<file path="src/rtl/bram_sp_stream_reader.sv">
// Sequential-read initiator for an ECP5 single-port block RAM. Reads are credit-limited
// against a small capture FIFO, and the FIFO drains as a valid/ready stream with a last marker.
module bram_sp_stream_reader #(
  parameter int unsigned DATA_WIDTH   = 18,
  parameter int unsigned ADDR_WIDTH   = 13,
  parameter logic [2:0]  CS_VALUE     = 3'b000,
  parameter int unsigned READ_LATENCY = 1,
  parameter int unsigned FIFO_DEPTH   = 4
) (
  input  logic                  i_CLK,
  input  logic                  i_RESET,
  input  logic                  i_START,
  input  logic [ADDR_WIDTH-1:0] i_BASE_ADDR,
  input  logic [ADDR_WIDTH:0]   i_LENGTH,
  output logic                  o_BUSY,
  output logic                  o_DONE,
  output logic                  o_BRAM_CLK_EN,
  output logic                  o_BRAM_WRITE_EN,
  output logic [2:0]            o_BRAM_CHIP_SELECT,
  output logic [ADDR_WIDTH-1:0] o_BRAM_ADDRESS,
  input  logic [DATA_WIDTH-1:0] i_BRAM_DATA,
  output logic [DATA_WIDTH-1:0] o_DATA,
  output logic                  o_VALID,
  input  logic                  i_READY,
  output logic                  o_LAST
);

  localparam int unsigned PW = $clog2(FIFO_DEPTH);
  localparam int unsigned CW = $clog2(FIFO_DEPTH + READ_LATENCY + 1) + 1;
  localparam int unsigned LW = ADDR_WIDTH + 1;

  typedef enum logic [1:0] {S_IDLE, S_ISSUE, S_DRAIN} state_e;

  state_e                  state_q, state_d;
  logic [ADDR_WIDTH-1:0]   addr_q, addr_d;
  logic [LW-1:0]           remain_q, remain_d;
  logic [LW-1:0]           beats_q, beats_d;
  logic [READ_LATENCY-1:0] tag_q, tag_d;
  logic                    busy_q, busy_d;
  logic                    done_q, done_d;
  logic                    clk_en_q, clk_en_d;
  logic [2:0]              cs_q, cs_d;
  logic [PW-1:0]           wr_ptr_q, wr_ptr_d;
  logic [PW-1:0]           rd_ptr_q, rd_ptr_d;
  logic [CW-1:0]           count_q, count_d;
  logic [DATA_WIDTH-1:0]   mem_q [FIFO_DEPTH];

  logic [CW-1:0] inflight;
  logic          issue;
  logic          push;
  logic          pop;
  logic          fifo_empty;
  logic          last_beat;

  // Credit check counts only registered occupancy, so a same-cycle pop never frees a slot early.
  always_comb begin
    inflight = '0;
    for (int i = 0; i < READ_LATENCY; i++) begin
      inflight = inflight + CW'(tag_q[i]);
    end
    fifo_empty = (count_q == '0);
    pop        = !fifo_empty && i_READY;
    push       = tag_q[READ_LATENCY-1];
    last_beat  = !fifo_empty && (beats_q == LW'(1));
    issue      = (state_q == S_ISSUE) && ((count_q + inflight) < CW'(FIFO_DEPTH));
  end

  always_comb begin
    // NOTE: every _d gets a default before the case so no path leaves it unassigned (no latches).
    state_d  = state_q;
    addr_d   = addr_q;
    remain_d = remain_q;
    beats_d  = beats_q;
    done_d   = 1'b0;

    tag_d[0] = issue;
    for (int i = 1; i < READ_LATENCY; i++) begin
      tag_d[i] = tag_q[i-1];
    end

    unique case (state_q)
      S_IDLE: begin
        if (i_START) begin
          if (i_LENGTH != '0) begin
            addr_d   = i_BASE_ADDR;
            remain_d = i_LENGTH;
            beats_d  = i_LENGTH;
            state_d  = S_ISSUE;
          end else begin
            done_d = 1'b1;
          end
        end
      end
      S_ISSUE: begin
        if (issue) begin
          addr_d   = addr_q + ADDR_WIDTH'(1);
          remain_d = remain_q - LW'(1);
          if (remain_q == LW'(1)) state_d = S_DRAIN;
        end
      end
      S_DRAIN: begin
        // Popping the final beat implies every read has landed and the FIFO is now empty.
        if (pop && last_beat) begin
          state_d = S_IDLE;
          done_d  = 1'b1;
        end
      end
      default: state_d = S_IDLE;
    endcase

    if (pop) beats_d = beats_d - LW'(1);

    wr_ptr_d = wr_ptr_q + PW'(push);
    rd_ptr_d = rd_ptr_q + PW'(pop);
    count_d  = count_q + CW'(push) - CW'(pop);

    busy_d   = (state_d != S_IDLE);
    cs_d     = busy_d ? CS_VALUE : ~CS_VALUE;
    clk_en_d = (state_d == S_ISSUE) || ((state_d == S_DRAIN) && (tag_d != '0));
  end

  // NOTE: sequential state uses non-blocking assignments so every flop samples pre-edge values.
  always_ff @(posedge i_CLK or negedge i_RESET) begin
    if (!i_RESET) begin
      state_q  <= S_IDLE;
      addr_q   <= '0;
      remain_q <= '0;
      beats_q  <= '0;
      tag_q    <= '0;
      busy_q   <= 1'b0;
      done_q   <= 1'b0;
      clk_en_q <= 1'b0;
      cs_q     <= ~CS_VALUE;
      wr_ptr_q <= '0;
      rd_ptr_q <= '0;
      count_q  <= '0;
    end else begin
      state_q  <= state_d;
      addr_q   <= addr_d;
      remain_q <= remain_d;
      beats_q  <= beats_d;
      tag_q    <= tag_d;
      busy_q   <= busy_d;
      done_q   <= done_d;
      clk_en_q <= clk_en_d;
      cs_q     <= cs_d;
      wr_ptr_q <= wr_ptr_d;
      rd_ptr_q <= rd_ptr_d;
      count_q  <= count_d;
    end
  end

  // NOTE: FIFO storage has no reset; the cleared count masks stale entries and o_DATA is forced to 0 when empty.
  always_ff @(posedge i_CLK) begin
    if (push) mem_q[wr_ptr_q] <= i_BRAM_DATA;
  end

  assign o_BUSY             = busy_q;
  assign o_DONE             = done_q;
  assign o_BRAM_CLK_EN      = clk_en_q;
  assign o_BRAM_WRITE_EN    = 1'b0;
  assign o_BRAM_CHIP_SELECT = cs_q;
  assign o_BRAM_ADDRESS     = addr_q;
  assign o_VALID            = !fifo_empty;
  assign o_DATA             = fifo_empty ? '0 : mem_q[rd_ptr_q];
  assign o_LAST             = last_beat;

  fifo_no_overflow: assert property (@(posedge i_CLK) disable iff (!i_RESET)
    !(push && (count_q == CW'(FIFO_DEPTH))));

endmodule

</file>
<file path="config.mk">
export PLATFORM = sky130hd
export DESIGN_NAME = bram_sp_stream_reader
export DESIGN_NICKNAME = d
export VERILOG_FILES = /design/src/rtl/bram_sp_stream_reader.sv
export SDC_FILE = /design/constraint.sdc
export NUM_CORES = 1
export LEC_CHECK = 0
export ABC_AREA = 1
export ABC_CLOCK_PERIOD_IN_PS = 2800
export CAP_MARGIN = 20
export CELL_PAD_IN_SITES_DETAIL_PLACEMENT = 1
export CELL_PAD_IN_SITES_GLOBAL_PLACEMENT = 1
export CORE_UTILIZATION = 42
export DETAILED_ROUTE_END_ITERATION = 7
export GPL_ROUTABILITY_DRIVEN = 0
export PLACE_DENSITY_LB_ADDON = 0.05
export REMOVE_ABC_BUFFERS = 1
export SYNTH_ARGS = -nofsm -noshare
export SYNTH_HDL_FRONTEND = slang
export SYNTH_SLANG_ARGS = --single-unit
</file>
<file path="constraint.sdc">
create_clock -name i_CLK -period 2.8 [get_ports i_CLK]
set_input_delay 0.56 -clock i_CLK [delete_from_list [all_inputs] [get_ports i_CLK]]
set_output_delay 0.56 -clock i_CLK [all_outputs]
set_load 0.01 [all_outputs]
</file>
==> reports/results.tsv, run 1 <==
stage	metric	value	unit
detailed_routing	DRC	0	
timing	Achievable Freq	0.3773	GHz
clock_network	Num Clock Sinks	128	
grt	GRT Overall Usage	0.2378	
clock_network	maximum clock path buffer count	2	
setup_path	Slowest-stage cell, CP	clkdlybuf4s50_1	
setup_path	WP buf/inv	4	
yosys	most frequent cell after synthesis	nand2_1	
final_layout	layout cells sized above 1	0.1241	
yosys	asr flop ratio synth	0.4375	
timing	Max Clock Skew	17.26	ps
floorplan	I/O Pins	89	
final_layout	Multi-input gate area	2470	um2
detailed_routing	drt wl/cell	17.86	um
grt	vias in the first global route	5744	
hold_path	Hold Crit Class	in2async	
setup_path	CP cell instances	inv_1, nand3_2, clkinv_1, buf_4, a21oi_1, clkdlybuf4s50_1	
setup_path	CP max stage delay	560	ps
timing	max-slew violations	0	
detailed_routing	wirelength, routed	18110	um
timing	min cycle time layout	2650	ps
floorplan	Rows	44	
floorplan	initial cell density of the core	0.4355	
floorplan	die area	15800	um2
yosys	sequential-to-total area share from yosys stat	0.5547	
final_layout	Area growth syn-to-layout	28.50	%
clock_network	hold_buf cts	0	
timing	Tcrit/Tclk final	0.9466	
grt	pin count of the biggest net entering global routing	38	
grt	initial antenna violation count	0	
power	pwr/cell area	1130	nW/um2
setup_path	Setup crit start kind	flip-flop	
placement	DP Worst Slack	119.9	ps
yosys	Yosys cell types	40	
yosys	number of synthesized flops with an enable pin	72	
yosys	synth top area cells	edfxtp_1 34%, dfrtp_1 21%, nand2_1 7.0%	
detailed_routing	DR vias/cell	5.300	
power	Peak VDD IR	0.0005962	V
yosys	Yosys Warn Count	0	
setup_path	Critical Path Fanout Max	18	
yosys	mean area per synthesized cell	9.051	um2
clock_network	CTS tree	yes	
setup_path	WS Path Type	reg2out	
yosys	Mapped Area	6426	um2
detailed_routing	initial detailed-routing violation count	296	
final_layout	ant diodes	0	
yosys	Synth top area share	0.3364	
timing	Slew @ Worst Pin	591.9	ps
flow_run	max cap viols	0	
timing	Hold Vio Cnt, Final	0	
timing	final setup fails	0	
placement	Port Buffers	87	
yosys	Synth Instances	710	
detailed_routing	vias	5374	
timing	setup repair after global routing missed its margin	no	
final_layout	# fillers	1718	
floorplan	Die X	125.7	um
power	Leakage	3.461	nW
final_layout	Register Area	3566	um2
grt	first-pass GRT wire length	28940	um
status	outcome	complete, no violations	
setup_path	Worst Path Arrival	2090	ps
setup_path	Critical Path RT	2240	ps
yosys	largest area contributor in the netlist	edfxtp_1	
clock_network	root buffer cell	clkbuf_16	
timing	setup TNS	0	ps
yosys	prevailing post-synth register cell	edfxtp_1	
floorplan	core area	14750	um2
clock_network	register clock-pin slew on the reported worst setup and hold paths	60	ps
grt	Remaining Overflow, GRT	0	
setup_path	delay-heaviest family, CP	buffers and inverters	
setup_path	CP endpoint kind	primary output	
yosys	FF+latch count, synth	128	
setup_path	flop-to-flop setup slack	520	ps
timing	relative slew slack	0.6024	
clock_network	H-tree levels	4	
yosys	synth cell count leaders	119 x nand2_1, 115 x nor2_1, 72 x edfxtp_1, 71 x o21ai_0, 56 x inv_1	
detailed_routing	DR pass1 iterations	4	
floorplan	chip height	125.7	um
placement	HPWL after DPL	12400	um
detailed_routing	DRT antenna net count	0	
clock_network	CTS buffer count	17	
timing	Final Worst Setup Slack	149.6	ps
final_layout	final net count	876	
clock_network	later-pin clock latency in the skew report	420	ps
cell usage in the layout, fill, tap and decap left out, types with 6 or more instances in the layout:
master / Yosys / layout
ha_1: 10 / 10
nand4_1: 12 / 12
nand2_1: 119 / 119
edfxtp_1: 72 / 72
clkdlybuf4s50_1: 0 / 83
nand2_2: 9 / 9
a21oi_1: 36 / 36
inv_2: 6 / 6
buf_4: 6 / 30
nand3b_1: 8 / 8
clkbuf_16: 0 / 18
o21ai_0: 71 / 71
dfrtp_1: 55 / 54
nand3_1: 41 / 40
xor2_1: 13 / 13
inv_1: 56 / 55
nor2_1: 115 / 115
metrics by stage:
stage | hold WS (ps) | total power, mW | area (um2) | utilization | std cells
2_1_floorplan | 264.4 | 5.204 | 6250 | - | 679
3_3_place_gp | 476.2 | 6.811 | 7591 | 0.5145 | 980
5_1_grt | 156.6 | 9.964 | 8258 | 0.5597 | 1014
4_1_cts | 137.8 | 9.357 | 8222 | 0.5572 | 1013
6_report | 125.5 | 9.332 | 8258 | 0.5597 | 1014
3_5_place_dp | 492.9 | 6.975 | 7591 | 0.5145 | 980
per-layer routing:
layer	global-route usage	up-vias	share of wire
li1	-	2597	-
met1	0.2880	2677	0.44
met2	0.4353	92	0.53
met3	0.04121	8	0.030
met4	0.06313	0	0.0043
met5	0	-	0
report_power, final:
group	internal (mW)	switching (mW)
registers	2.53	0.364
logic	1.69	2.48
clock network	1.41	0.859
total	5.63	3.70
cells by family after synthesis:
kind of cell / Yosys count / synth area share
AO/OA/AOI/OAI: 126 / 0.1034
XOR/XNOR: 17 / 0.02317
adder cells (fa/ha/maj): 10 / 0.01947
buffers and inverters: 95 / 0.06484
flip-flops: 128 / 0.5547
other: 1 / 0.0005836
AND/OR/NAND/NOR: 333 / 0.2338
worst register-to-register path, delay by kind of cell, from the launching register on:
family | cells | cell delay [ps]
adder cells (fa/ha/maj) | 2 | 400
buffers and inverters | 2 | 300
XOR/XNOR | 1 | 260
flip-flops | 1 | 410
AO/OA/AOI/OAI | 2 | 290
AND/OR/NAND/NOR | 3 | 520
area by class of cell:
class	instances	share of cell area
clock buffer	17	0.05152
clock inverter	15	0.02197
inverter	64	0.02970
multi-input combinational	487	0.2991
sequential	128	0.4318
tap	184	0.02788
timing repair buffer	119	0.1380
worst paths after layout:
kind | startpoint | to | cells past startpoint
max | count_q[2] | o_DATA[7] | 6
min | i_RESET | o_BRAM_ADDRESS[8] | 1
max reg2reg | push | remain_q[8] | 10
min reg2reg | remain_q[8] | remain_q[8] | 1
max in group asynchronous | i_RESET | o_BRAM_CHIP_SELECT[1] | 2
min in group i_CLK | remain_q[8] | remain_q[8] | 1
registers in the layout, summed over array words and instances (netlist names):
name,cells
mem_q,72
beats_q,14
remain_q,14
o_BRAM_ADDRESS,13
count_q,4
rd_ptr_q,2
state_q,2
wr_ptr_q,2
o_BRAM_CHIP_SELECT,1
o_BRAM_CLK_EN,1
o_BUSY,1
o_DONE,1
push,1
timing repair:
item | 4_1_cts | 5_1_grt
setup endpoints to repair | 5 | 8
setup buffers | 1 | 0
pin swaps | 1 | 0
gates resized for setup | 6 | 4
gates cloned | 0 | 1
No activity file was read; power rests on OpenSTA's default activity.
==> inputs of run 2 (changes only) <==
--- a/config.mk
+++ b/config.mk
@@ -10,7 +10,9 @@
 export CAP_MARGIN = 20
 export CELL_PAD_IN_SITES_DETAIL_PLACEMENT = 1
 export CELL_PAD_IN_SITES_GLOBAL_PLACEMENT = 1
-export CORE_UTILIZATION = 42
+export CORE_ASPECT_RATIO = 1.2
+export CORE_UTILIZATION = 43
+export CTS_BUF_LIST = sky130_fd_sc_hd__clkbuf_4
 export DETAILED_ROUTE_END_ITERATION = 7
 export GPL_ROUTABILITY_DRIVEN = 0
 export PLACE_DENSITY_LB_ADDON = 0.05
==> reports/results.tsv, run 2 (same netlist as run 1, synthesis figures left out) <==
stage	metric	value	unit	change
timing	Achievable Freq	0.3709	GHz	was 0.3773 GHz
clock_network	later-pin clock latency in the skew report	560	ps	was 420 ps
grt	vias in the first global route	5677		was 5744
setup_path	WS Path Type	reg2out		unchanged
hold_path	hold wc startpoint	remain_q[8]		
floorplan	die area	15440	um2	was 15800 um2
final_layout	biggest regs	mem_q: 72 flops, beats_q: 14 flops, remain_q: 14 flops		unchanged
final_layout	commonest non-fill, non-tap cell in the layout	nand2_1		unchanged
power	pwr/cell area	1050	nW/um2	was 1130 nW/um2
final_layout	max reg flops	72		unchanged
placement	HPWL after DPL	12560	um	was 12400 um
timing	max-slew violations	0		unchanged
grt	pin count of the biggest net entering global routing	38		unchanged
timing	setup TNS	0	ps	unchanged
timing	worst hold slack	523.4	ps	was 125.5 ps
power	Power Internal	4.926	mW	was 5.633 mW
setup_path	Setup crit start kind	flip-flop		unchanged
final_layout	Register Area	3566	um2	unchanged
power	Sw Ratio	0.4185		was 0.3964
final_layout	commonest non-fill, non-tap cells in the layout	119 x nand2_1, 115 x nor2_1, 72 x edfxtp_1		was 119 x nand2_1, 115 x nor2_1, 83 x clkdlybuf4s50_1
power	Reg power frac	0.339		was 0.310
grt	GRT Overall Usage	0.2438		was 0.2378
power	total power	8.472	mW	was 9.332 mW
floorplan	core area	14470	um2	was 14750 um2
grt	Remaining Overflow, GRT	0		unchanged
power	Clk pwr share	0.169		was 0.243
power	Psw	3.546	mW	was 3.699 mW
timing	final setup fails	0		unchanged
final_layout	Post-Route Utilization	0.5572		was 0.5597
detailed_routing	drt wl/cell	17.42	um	was 17.86 um
final_layout	design area	8065	um2	was 8258 um2
final_layout	layout cells sized above 1	0.1199		was 0.1241
setup_path	Critical Path RT	2240	ps	about the same
timing	relative slew slack	0.5718		was 0.6024
hold_path	Min-Delay Path Depth	1		
placement	Port Buffers	87		unchanged
timing	Max Clock Skew	28.65	ps	was 17.26 ps
setup_path	reg2reg start	push		unchanged
timing	min cycle time layout	2696	ps	was 2650 ps
floorplan	Rows	48		was 44
timing	Hold Vio Cnt, Final	0		unchanged
grt	initial antenna violation count	1		was 0
power	combinational power share	0.492		was 0.446
clock_network	register clock-pin slew on the reported worst setup and hold paths	110	ps	was 60 ps
setup_path	Worst Path Arrival	2140	ps	was 2090 ps
setup_path	Worst Reg-to-Reg Cells	11		was 10
detailed_routing	wirelength, routed	17900	um	was 18110 um
timing	Slew @ Worst Pin	642.3	ps	was 591.9 ps
clock_network	root buffer cell	clkbuf_4		was clkbuf_16
power	Peak VDD IR	0.0004223	V	was 0.0005962 V
setup_path	flop-to-flop setup slack	560	ps	was 520 ps
final_layout	Most flops, register	mem_q		unchanged
floorplan	Die X	113.6	um	was 125.7 um
detailed_routing	DR pass1 iterations	5		was 4
final_layout	Multi-input gate area	2476	um2	was 2470 um2
clock_network	Num Clock Sinks	128		unchanged
detailed_routing	DRT antenna net count	0		unchanged
clock_network	maximum clock path buffer count	2		unchanged
clock_network	CTS tree	yes		unchanged
placement	dpl cell area	7599	um2	was 7591 um2
final_layout	# fillers	1668		was 1718
floorplan	chip height	135.9	um	was 125.7 um
grt	first-pass GRT wire length	28500	um	was 28940 um
final_layout	Area growth syn-to-layout	25.51	%	was 28.50%
setup_path	Critical Path Fanout Max	14		was 18
detailed_routing	DRC	0		unchanged
power	Leakage	3.494	nW	was 3.461 nW
flow_run	max cap viols	0		unchanged
setup_path	R2R Path End	remain_q[6]		was remain_q[8]
detailed_routing	DR vias/cell	5.221		was 5.300
hold_path	Worst Hold End	remain_q[8]		
timing	Tcrit/Tclk final	0.9629		was 0.9466
status	outcome	complete, no violations		unchanged
floorplan	initial cell density of the core	0.4440		was 0.4355
setup_path	CP endpoint kind	primary output		unchanged
clock_network	CTS buffer count	17		unchanged
detailed_routing	initial detailed-routing violation count	269		was 296
hold_path	Hold Crit Class	reg2reg		was in2async
detailed_routing	vias	5362		was 5374
final_layout	final net count	873		was 876
floorplan	I/O Pins	89		unchanged
clock_network	H-tree levels	4		unchanged
[run 2: cell types whose count changed in the layout (fill, tap and decap cells not counted), moves of 3 or more]
cell and delta:
buf_12 +3, buf_4 -10, buf_6 +3, clkbuf_16 -17, clkbuf_4 +18, clkdlybuf4s50_1 -15, dlymetal6s2s_1 +15, inv_6 -4
[run 2: routing by layer]
layer / up-vias / track usage / wire length, um
met2: 97 / 0.4434 / 9553
met3: 18 / 0.05662 / 542
li1: 2594 / - / -
met5: - / 0 / 0
met4: 0 / 0.08845 / 272
met1: 2653 / 0.2779 / 7527
[run 2: through the flow]
step	setup slack, ps	cells
floorplan	140.0	679
global placement	160.3	991
detailed placement	6.672	991
CTS	-23.83	1023
global route	-53.13	1027
finish	104.0	1027
[run 2: how the worst max path moves through the flow]
stage / startpoint / endpoint / slack, ps / cells after the start
3_3_place_gp: i_LENGTH[4] / beats_q[12] / 160 / 16
5_1_grt: rd_ptr_q[1] / o_DATA[6] / -50 / 6
4_1_cts: rd_ptr_q[0] / o_DATA[7] / -20 / 6
6_report: rd_ptr_q[1] / o_DATA[6] / 100 / 6
3_5_place_dp: i_LENGTH[4] / beats_q[10] / 7 / 16
2_1_floorplan: state_q[0] / remain_q[7] / 140 / 10
[run 2: cell type report]
class	count	area share
flip-flops and latches	128	0.4421
multi-input cells	487	0.3070
repair buffers	116	0.1496
well taps	200	0.03103
inverters	64	0.02994
clock inverters	13	0.02327
clock buffers	18	0.01675
diodes	1	0.0003103
[run 2: power by group through the flow]
stage / clock network [mW] / logic (mW) / registers [mW]
after CTS: 1.47 / 4.16 / 2.87
final: 1.43 / 4.16 / 2.87
after detailed placement: 0 / 4.10 / 2.91
after floorplan: 0 / 2.27 / 2.94
after global placement: 0 / 3.90 / 2.88
after global routing: 1.54 / 4.65 / 2.94
[run 2: critical path: stages, from the launching register on]
cell and delay [ps]:
dfrtp_1 390, clkinv_2 120, buf_6 180, nor2_1 130, o21ai_0 100, a21oi_1 130, clkdlybuf4s50_1 540
[run 2: timing repair]
item | in CTS | in global routing
pin swaps | 0 | 1
setup endpoints to repair | 19 | 18
endpoints found under the hold margin | 5 | 0
buffers inserted | 0 | 2
resized for setup | 10 | 22
cloned | 0 | 1
hold buffers | 1 | 0
